--- src/rtl/mem_arbiter_if.sv ---
// Bundle of fetch-port, data-port and memory-side signals for mem_arbiter.
// slave is the arbiter's view; master is the CPU/memory environment's view.
interface mem_arbiter_if #(
    parameter int unsigned ADDR_W = 16,
    parameter int unsigned DATA_W = 16
) ();

    logic              i_req;
    logic [ADDR_W-1:0] i_addr;
    logic [DATA_W-1:0] i_rdata;
    logic              i_done;

    logic              d_req;
    logic              d_wr;
    logic [ADDR_W-1:0] d_addr;
    logic [DATA_W-1:0] d_wdata;
    logic [DATA_W-1:0] d_rdata;
    logic              d_done;

    logic              mem_en;
    logic              mem_wr;
    logic [ADDR_W-1:0] mem_addr;
    logic [DATA_W-1:0] mem_wdata;
    logic [DATA_W-1:0] mem_rdata;

    logic              busy;

    modport slave (
        input  i_req, i_addr, d_req, d_wr, d_addr, d_wdata, mem_rdata,
        output i_rdata, i_done, d_rdata, d_done, mem_en, mem_wr, mem_addr, mem_wdata, busy
    );

    modport master (
        output i_req, i_addr, d_req, d_wr, d_addr, d_wdata, mem_rdata,
        input  i_rdata, i_done, d_rdata, d_done, mem_en, mem_wr, mem_addr, mem_wdata, busy
    );

endinterface

--- src/rtl/mem_arbiter.sv ---
// Fetch/data arbiter for a single-ported fixed-latency memory, one transaction at a time.
// Define MEM_ARB_RR_EN for round-robin on contention; otherwise data always beats fetch.
module mem_arbiter #(
    parameter int unsigned ADDR_W = 16,
    parameter int unsigned DATA_W = 16,
    parameter int unsigned LAT    = 4   // legal 2..15, mem_en cycle counts as cycle 1
) (
    input logic          clk,
    input logic          rst_n,
    mem_arbiter_if.slave bus
);

    typedef enum logic [1:0] {StIdle, StIssue, StWait, StDone} state_e;
    typedef enum logic [1:0] {OwnNone, OwnInstr, OwnData} owner_e;

    localparam logic [3:0] CntLoad = 4'(LAT - 1);

    state_e            stateQ, stateD;
    owner_e            ownerQ, ownerD;
    logic [3:0]        cntQ, cntD;
    logic              memEnQ, memEnD;
    logic              memWrQ, memWrD;
    logic [ADDR_W-1:0] memAddrQ, memAddrD;
    logic [DATA_W-1:0] memWdataQ, memWdataD;
    logic [DATA_W-1:0] iRdataQ, iRdataD;
    logic [DATA_W-1:0] dRdataQ, dRdataD;
    logic              iDoneQ, iDoneD;
    logic              dDoneQ, dDoneD;

    logic anyReq;
    logic pickData;

    assign anyReq = bus.i_req | bus.d_req;

`ifdef MEM_ARB_RR_EN
    // 1 = data port won the most recent grant; reset favours data on the first tie.
    logic lastDataQ, lastDataD;

    assign pickData  = bus.d_req & (~bus.i_req | ~lastDataQ);
    assign lastDataD = (stateQ == StIdle && anyReq) ? pickData : lastDataQ;

    always_ff @(posedge clk or negedge rst_n) begin
        if (!rst_n) begin
            lastDataQ <= 1'b0;
        end else begin
            lastDataQ <= lastDataD;
        end
    end
`else
    assign pickData = bus.d_req;
`endif

    always_comb begin
        stateD    = stateQ;
        ownerD    = ownerQ;
        cntD      = cntQ;
        memEnD    = 1'b0;
        memWrD    = memWrQ;
        memAddrD  = memAddrQ;
        memWdataD = memWdataQ;
        iRdataD   = iRdataQ;
        dRdataD   = dRdataQ;
        iDoneD    = 1'b0;
        dDoneD    = 1'b0;

        unique case (stateQ)
            StIdle: begin
                if (anyReq) begin
                    stateD = StIssue;
                    memEnD = 1'b1;
                    cntD   = CntLoad;
                    if (pickData) begin
                        ownerD    = OwnData;
                        memWrD    = bus.d_wr;
                        memAddrD  = bus.d_addr;
                        memWdataD = bus.d_wdata;
                    end else begin
                        ownerD   = OwnInstr;
                        memWrD   = 1'b0;
                        memAddrD = bus.i_addr;
                    end
                end
            end
            StIssue: begin
                stateD = StWait;
            end
            StWait: begin
                if (cntQ == 4'd1) begin
                    // This edge closes transaction cycle LAT, where mem_rdata is valid.
                    stateD = StDone;
                    cntD   = 4'd0;
                    if (ownerQ == OwnData) begin
                        dDoneD = 1'b1;
                        if (!memWrQ) begin
                            dRdataD = bus.mem_rdata;
                        end
                    end else begin
                        iDoneD  = 1'b1;
                        iRdataD = bus.mem_rdata;
                    end
                end else begin
                    cntD = cntQ - 4'd1;
                end
            end
            StDone: begin
                stateD = StIdle;
                ownerD = OwnNone;
                memWrD = 1'b0;
            end
            default: begin
                stateD = StIdle;
            end
        endcase
    end

    always_ff @(posedge clk or negedge rst_n) begin
        if (!rst_n) begin
            stateQ    <= StIdle;
            ownerQ    <= OwnNone;
            cntQ      <= 4'd0;
            memEnQ    <= 1'b0;
            memWrQ    <= 1'b0;
            memAddrQ  <= '0;
            memWdataQ <= '0;
            iRdataQ   <= '0;
            dRdataQ   <= '0;
            iDoneQ    <= 1'b0;
            dDoneQ    <= 1'b0;
        end else begin
            stateQ    <= stateD;
            ownerQ    <= ownerD;
            cntQ      <= cntD;
            memEnQ    <= memEnD;
            memWrQ    <= memWrD;
            memAddrQ  <= memAddrD;
            memWdataQ <= memWdataD;
            iRdataQ   <= iRdataD;
            dRdataQ   <= dRdataD;
            iDoneQ    <= iDoneD;
            dDoneQ    <= dDoneD;
        end
    end

    assign bus.mem_en    = memEnQ;
    assign bus.mem_wr    = memWrQ;
    assign bus.mem_addr  = memAddrQ;
    assign bus.mem_wdata = memWdataQ;
    assign bus.i_rdata   = iRdataQ;
    assign bus.i_done    = iDoneQ;
    assign bus.d_rdata   = dRdataQ;
    assign bus.d_done    = dDoneQ;
    assign bus.busy      = (stateQ != StIdle);

endmodule

--- src/flat_wrapper.sv ---
// flat-port wrapper written by rule: the top's interface ports become plain ports
module mem_arbiter_flat 
#(
    parameter int unsigned ADDR_W = 16,
    parameter int unsigned DATA_W = 16,
    parameter int unsigned LAT    = 4                                                 
)
  (clk, rst_n, bus_i_req, bus_i_addr, bus_d_req, bus_d_wr, bus_d_addr, bus_d_wdata, bus_mem_rdata, bus_i_rdata, bus_i_done, bus_d_rdata, bus_d_done, bus_mem_en, bus_mem_wr, bus_mem_addr, bus_mem_wdata, bus_busy);
  mem_arbiter_if #(.ADDR_W(ADDR_W), .DATA_W(DATA_W)) bus_i ();
  input logic clk;
  input logic rst_n;
  input wire logic [$bits(bus_i.i_req)-1:0] bus_i_req;
  input wire logic [$bits(bus_i.i_addr)-1:0] bus_i_addr;
  input wire logic [$bits(bus_i.d_req)-1:0] bus_d_req;
  input wire logic [$bits(bus_i.d_wr)-1:0] bus_d_wr;
  input wire logic [$bits(bus_i.d_addr)-1:0] bus_d_addr;
  input wire logic [$bits(bus_i.d_wdata)-1:0] bus_d_wdata;
  input wire logic [$bits(bus_i.mem_rdata)-1:0] bus_mem_rdata;
  output wire logic [$bits(bus_i.i_rdata)-1:0] bus_i_rdata;
  output wire logic [$bits(bus_i.i_done)-1:0] bus_i_done;
  output wire logic [$bits(bus_i.d_rdata)-1:0] bus_d_rdata;
  output wire logic [$bits(bus_i.d_done)-1:0] bus_d_done;
  output wire logic [$bits(bus_i.mem_en)-1:0] bus_mem_en;
  output wire logic [$bits(bus_i.mem_wr)-1:0] bus_mem_wr;
  output wire logic [$bits(bus_i.mem_addr)-1:0] bus_mem_addr;
  output wire logic [$bits(bus_i.mem_wdata)-1:0] bus_mem_wdata;
  output wire logic [$bits(bus_i.busy)-1:0] bus_busy;
  assign bus_i.i_req = bus_i_req;
  assign bus_i.i_addr = bus_i_addr;
  assign bus_i.d_req = bus_d_req;
  assign bus_i.d_wr = bus_d_wr;
  assign bus_i.d_addr = bus_d_addr;
  assign bus_i.d_wdata = bus_d_wdata;
  assign bus_i.mem_rdata = bus_mem_rdata;
  assign bus_i_rdata = bus_i.i_rdata;
  assign bus_i_done = bus_i.i_done;
  assign bus_d_rdata = bus_i.d_rdata;
  assign bus_d_done = bus_i.d_done;
  assign bus_mem_en = bus_i.mem_en;
  assign bus_mem_wr = bus_i.mem_wr;
  assign bus_mem_addr = bus_i.mem_addr;
  assign bus_mem_wdata = bus_i.mem_wdata;
  assign bus_busy = bus_i.busy;
  mem_arbiter #(.ADDR_W(ADDR_W), .DATA_W(DATA_W), .LAT(LAT)) u_core (.clk(clk), .rst_n(rst_n), .bus(bus_i));
endmodule
--- config.mk ---
export PLATFORM = sky130hd
export DESIGN_NAME = mem_arbiter_flat
export DESIGN_NICKNAME = d
export VERILOG_FILES = /design/src/rtl/mem_arbiter_if.sv /design/src/rtl/mem_arbiter.sv /design/src/flat_wrapper.sv
export SDC_FILE = /design/constraint.sdc
export NUM_CORES = 1
export LEC_CHECK = 0
export BUFFER_PORTS_ARGS = -buffer_cell sky130_fd_sc_hd__buf_2
export CORE_AREA = 2 2 86 88
export CTS_BUF_LIST = sky130_fd_sc_hd__clkbuf_4 sky130_fd_sc_hd__clkbuf_8 sky130_fd_sc_hd__clkbuf_16
export CTS_CLUSTER_SIZE = 14
export DETAILED_ROUTE_END_ITERATION = 16
export DIE_AREA = 0 0 88 90
export PLACE_DENSITY = 0.78
export SLEW_MARGIN = 40
export SYNTH_ARGS = -nofsm -noshare
export SYNTH_HDL_FRONTEND = slang
export SYNTH_SLANG_ARGS = --single-unit
--- constraint.sdc ---
create_clock -name clk -period 2.2 [get_ports clk]
set_clock_uncertainty 0.05 [all_clocks]
set_input_delay 0.11 -clock clk [delete_from_list [all_inputs] [get_ports clk]]
set_output_delay 0.11 -clock clk [all_outputs]
set_load 0.02 [all_outputs]
# Word-level counts from Yosys, hierarchy flattened
# Cells that the tools add are included.
[word_totals]
ff_bits = 76
out_inout_bits = 69
inputBits = 69
[classes]
mux = 21
n_addsub = 1
n_bitwise = 3
eq_ne = 7
n_reduce_logical = 11
[ops]
columns = ["cell", "n"]
rows = [
  ["$mux W16", 1],
  ["$mux W1", 10],
  ["$mux W2", 4],
  ["$mux W4", 2],
  ["$pmux W2 S4", 1],
  ["$pmux W4 S2", 1],
  ["$reduce_and A2 Y1", 4],
  ["$eq A2 B2 Y1 const B", 3],
  ["$reduce_and A3 Y1", 2],
  ["$reduce_bool A2 Y1", 3],
  ["$eq A4 B1 Y1 const B", 1],
  ["$ne A2 B1 Y1 const B", 2],
  ["$pmux W2 S2", 1],
  ["$reduce_and A4 Y1", 1],
  ["$sub A4 B1 Y4 const B", 1],
  ["$eq A2 B1 Y1 const B", 1],
  ["$logic_not A2 Y1", 1],
  ["$not A1 Y1", 2],
  ["$pmux W1 S2", 1],
  ["$or A1 B1 Y1", 1],
]

# Depth between registers and ports, before layout
[depth]
ltp_word = 4
depth_mapped = 7

# Least setup slack after synthesis
# Ideal clock, no wire load.
[synth_timing]
path_type = "register to register"
from = "reg u_core.cntQ[1]"
to = "reg u_core.stateQ[1]"
path_stages_with_launch = 6
arrival_time_ns = 1.641
setup_ns = 0.125
path_slack_ns = 0.384
required_ns = 2.025
cell_sequence = "dfrtp_1 -> inv_1 -> ha_1 -> or3b_2 -> a21oi_1 -> mux2_2"
[synth_between]
elab_chain_cells = 3
[synth_rtl]
columns = ["item", "line", "source"]
rows = [
  ["from (decl)", "mem_arbiter.sv:20", "logic [3:0] cntQ, cntD;"],
  ["from (signal assigned)", "mem_arbiter.sv:132", "cntQ <= cntD;"],
  ["$eq A4 B1 Y1", "mem_arbiter.sv:88", "if (cntQ == 4'd1) begin"],
  ["$ne A2 B1 Y1 (no line)", "-", ""],
  ["$reduce_and A2 Y1 (no line)", "-", ""],
  ["to (signal assigned)", "mem_arbiter.sv:118", "stateQ <= StIdle;"],
  ["to (signal assigned)", "mem_arbiter.sv:130", "stateQ <= stateD;"],
  ["to (decl)", "mem_arbiter.sv:18", "state_e stateQ, stateD;"],
]
# No other way between the ends.
# A chain may end at the register's enable or synchronous reset.

# Final worst setup path
# Ends and elaborated chain as after synthesis.

==> flow_metrics.env <==
export IMPL_r2r_start="u_core.cntQ[1]$_DFFE_PN0P_"
export IMPL_grt_pass1_vias=2585
export IMPL_max_cap_violations=0
export IMPL_drcViolationCount=0
export IMPL_setup_worst_path_class="flop to flop"
export IMPL_cts_resized=0
export IMPL_yosys_area_top_type_share=0.584
export IMPL_drt_iter0_drc=36
export IMPL_endpoint_kind="flop"
export IMPL_final_setup_tns_ns=0
export IMPL_post_cts_repair_setup_buffers=0
export IMPL_required_ns=2.36
export IMPL_grt_pass1_wl_microns=12200
export IMPL_clock_latency_ns=0.33
export IMPL_grt_util_all_layers=0.197
export IMPL_area_sequential_sq_um=1900
export IMPL_ios=138
export IMPL_grt_overflow=0
export IMPL_r2r_end="u_core.stateQ[1]$_DFFE_PN0P_"
export IMPL_io_buffers=137
export IMPL_nets=497
export IMPL_dpl_hpwl_microns=5050
export IMPL_syn_nets=318
export IMPL_fmax_ghz=0.509
export IMPL_yosysSeqAreaShare=0.584
export IMPL_hold_end="u_core.bus.mem_addr[3]$_DFFE_PN0P_"
export IMPL_dpl_cell_area_sq_um=4070
export IMPL_grt_max_degree=77
export IMPL_min_path_type="primary input to flop"
export IMPL_tightest_slew_ns=0.649
export IMPL_dr_pass1_iters=4
export IMPL_fillers=523
export IMPL_hold_path_cell_count=3
export IMPL_rrSetupSlack_ns=0.23
export IMPL_worstPathArrival_ns=2.13
export IMPL_yosysWarnings=0
export IMPL_finalSetupViolations=0
export IMPL_syn_cell_area_sq_um=3260
export IMPL_synth_common_cells="dfrtp_1 (76), mux2_2 (39), nand2_1 (22)"
export IMPL_ys_ff_latch=76
export IMPL_hold_violations=0
export IMPL_postSynthAreaPerCell_sq_um=13.4
export IMPL_final_cells=526
export IMPL_power_mw=6.47
export IMPL_clkSinkCount=76
export IMPL_cts_tree="built"
export IMPL_worst_path_max_fanout=4
export IMPL_ys_types=35
export IMPL_viasPerCell=4.80
export IMPL_clkTransAtPathRegs_ns=0.08
export IMPL_route_vias_total=2523
export IMPL_startpoint_type="flop"
export IMPL_power_leakage_nw=2.36
export IMPL_synth_top_flop_cell="dfrtp_1"
export IMPL_holdCritStartpoint="bus_d_addr[3]"
export IMPL_diodes=0
export IMPL_whs_ns=0.00933
export IMPL_dieArea_sq_um=7920
export IMPL_cts_hold_buffers=36
export IMPL_antenna_found_initial=0
export IMPL_start_util=0.464
export IMPL_std_cell_rows=31
export IMPL_status="complete, no violations"
export IMPL_fin_crit_ns=1.97
export IMPL_yosysMostFrequentCell="dfrtp_1"
export IMPL_slew_violations=0
export IMPL_antenna_left=0
export IMPL_numCtsBuffers=9
export IMPL_r2r_cells=5
export IMPL_netlist_top_cells_area="dfrtp_1 (58%), mux2_2 (13%), mux2i_1 (5.2%), mux2_4 (4.6%), o21ai_0 (3.2%)"
export IMPL_root_buffer="clkbuf_8"
export IMPL_dpl_cell_count=474
export IMPL_rsz0062_at_grt="false"
export IMPL_slew_headroom=0.565
export IMPL_multi_input_area_sq_um=1260
export IMPL_layout_drive_gt1_share=0.499
export IMPL_core_area_sq_um=7020
export IMPL_synth_largest_area_cell="dfrtp_1"
export IMPL_final_area_sq_um=4620
export IMPL_ir_drop_v=0.000603
export IMPL_die_h_microns=90
export IMPL_pre_cts_slack_ns=0.270
export IMPL_clk_path_buf_depth=2
export IMPL_async_flop_share=1.00
export IMPL_synth_cells=243
export IMPL_syn_to_final_growth_pct=41.9
export IMPL_die_w_microns=88
export IMPL_synth_edff_count=0
export IMPL_fin_util=0.659
export IMPL_htree_levels=3
export IMPL_fin_ws_ns=0.234
export IMPL_powerDensity_nw_per_um2=1400
export IMPL_gp_congestion=0.771
export IMPL_wirelength_microns=7550
export IMPL_wire_per_inst_microns=14.3
export IMPL_post_route_period_util=0.893
power by group:
group	internal (mW)	switching, mW
Clock	0.537	0.502
Combinational	1.28	1.70
Sequential	2.08	0.376
routing by layer:
layer	wire length [microns]	up-vias	share of wire	global-route usage
met5	0	-	0	0
met4	127	0	0.017	0.0731
met3	597	10	0.079	0.0496
met2	3710	114	0.49	0.335
met1	3110	1189	0.41	0.236
li1	-	1210	-	-
flip-flops by register name (all words and copies together) (netlist names), 2 cells and up:
name and flops:
u_core.bus.d_rdata 16, u_core.bus.i_rdata 16, u_core.bus.mem_addr 16, u_core.bus.mem_wdata 16, u_core.cntQ 4, u_core.ownerQ 2, u_core.stateQ 2
cell usage in the layout (no fill, tap or decap), types with 2 or more instances in the layout:
cell and n:
dlygate4sd3_1 36, mux2i_1 17, clkbuf_8 9, mux2_4 10, mux2_2 39, nor2b_1 3
a21oi_1 2, buf_2 136, ha_1 6, clkinv_2 3, inv_1 9, a22oi_1 2
nand2_1 22, nor2_1 3, nand2b_1 3, buf_4 7, o21ai_0 21, dfrtp_1 76
logic make-up (layout without fill, tap and decap cells):
logic type | after synthesis | count (layout) | share of synthesized area
flip-flops | 76 | 76 | 0.584
multiplexers | 66 | 66 | 0.233
AND/OR/NAND/NOR | 39 | 39 | 0.0611
AO/OA/AOI/OAI | 35 | 35 | 0.0653
buffers and inverters | 21 | 205 | 0.0338
adder cells (fa/ha/maj) | 6 | 6 | 0.0230
final cells by class:
| cell class | instances | share of cell area |
|---|---|---|
| clock buffer | 10 | 0.0284 |
| timing repair buffer | 180 | 0.241 |
| inverter | 9 | 0.00731 |
| tap | 99 | 0.0268 |
| multi-input combinational | 146 | 0.272 |
| clock inverter | 6 | 0.0135 |
| sequential | 76 | 0.411 |
how the worst max path moves through the flow:
| stage | depth (start not counted) | from | end |
|---|---|---|---|
| after floorplan | 5 | u_core.cntQ[1]$_DFFE_PN0P_ | u_core.stateQ[1]$_DFFE_PN0P_ |
| after global routing | 5 | u_core.cntQ[1]$_DFFE_PN0P_ | u_core.stateQ[1]$_DFFE_PN0P_ |
| after CTS | 5 | u_core.cntQ[1]$_DFFE_PN0P_ | u_core.stateQ[1]$_DFFE_PN0P_ |
| final | 5 | u_core.cntQ[1]$_DFFE_PN0P_ | u_core.stateQ[1]$_DFFE_PN0P_ |
| after global placement | 5 | u_core.cntQ[1]$_DFFE_PN0P_ | u_core.stateQ[1]$_DFFE_PN0P_ |
| after detailed placement | 5 | u_core.cntQ[1]$_DFFE_PN0P_ | u_core.stateQ[1]$_DFFE_PN0P_ |
worst max-delay path, stage by stage, from the launching register on:
cell,delay [ns]
dfrtp_1,0.40
inv_1,0.12
ha_1,0.20
or3b_2,0.51
a21oi_1,0.21
mux2_2,0.35
(Power assumes the default switching activity.)
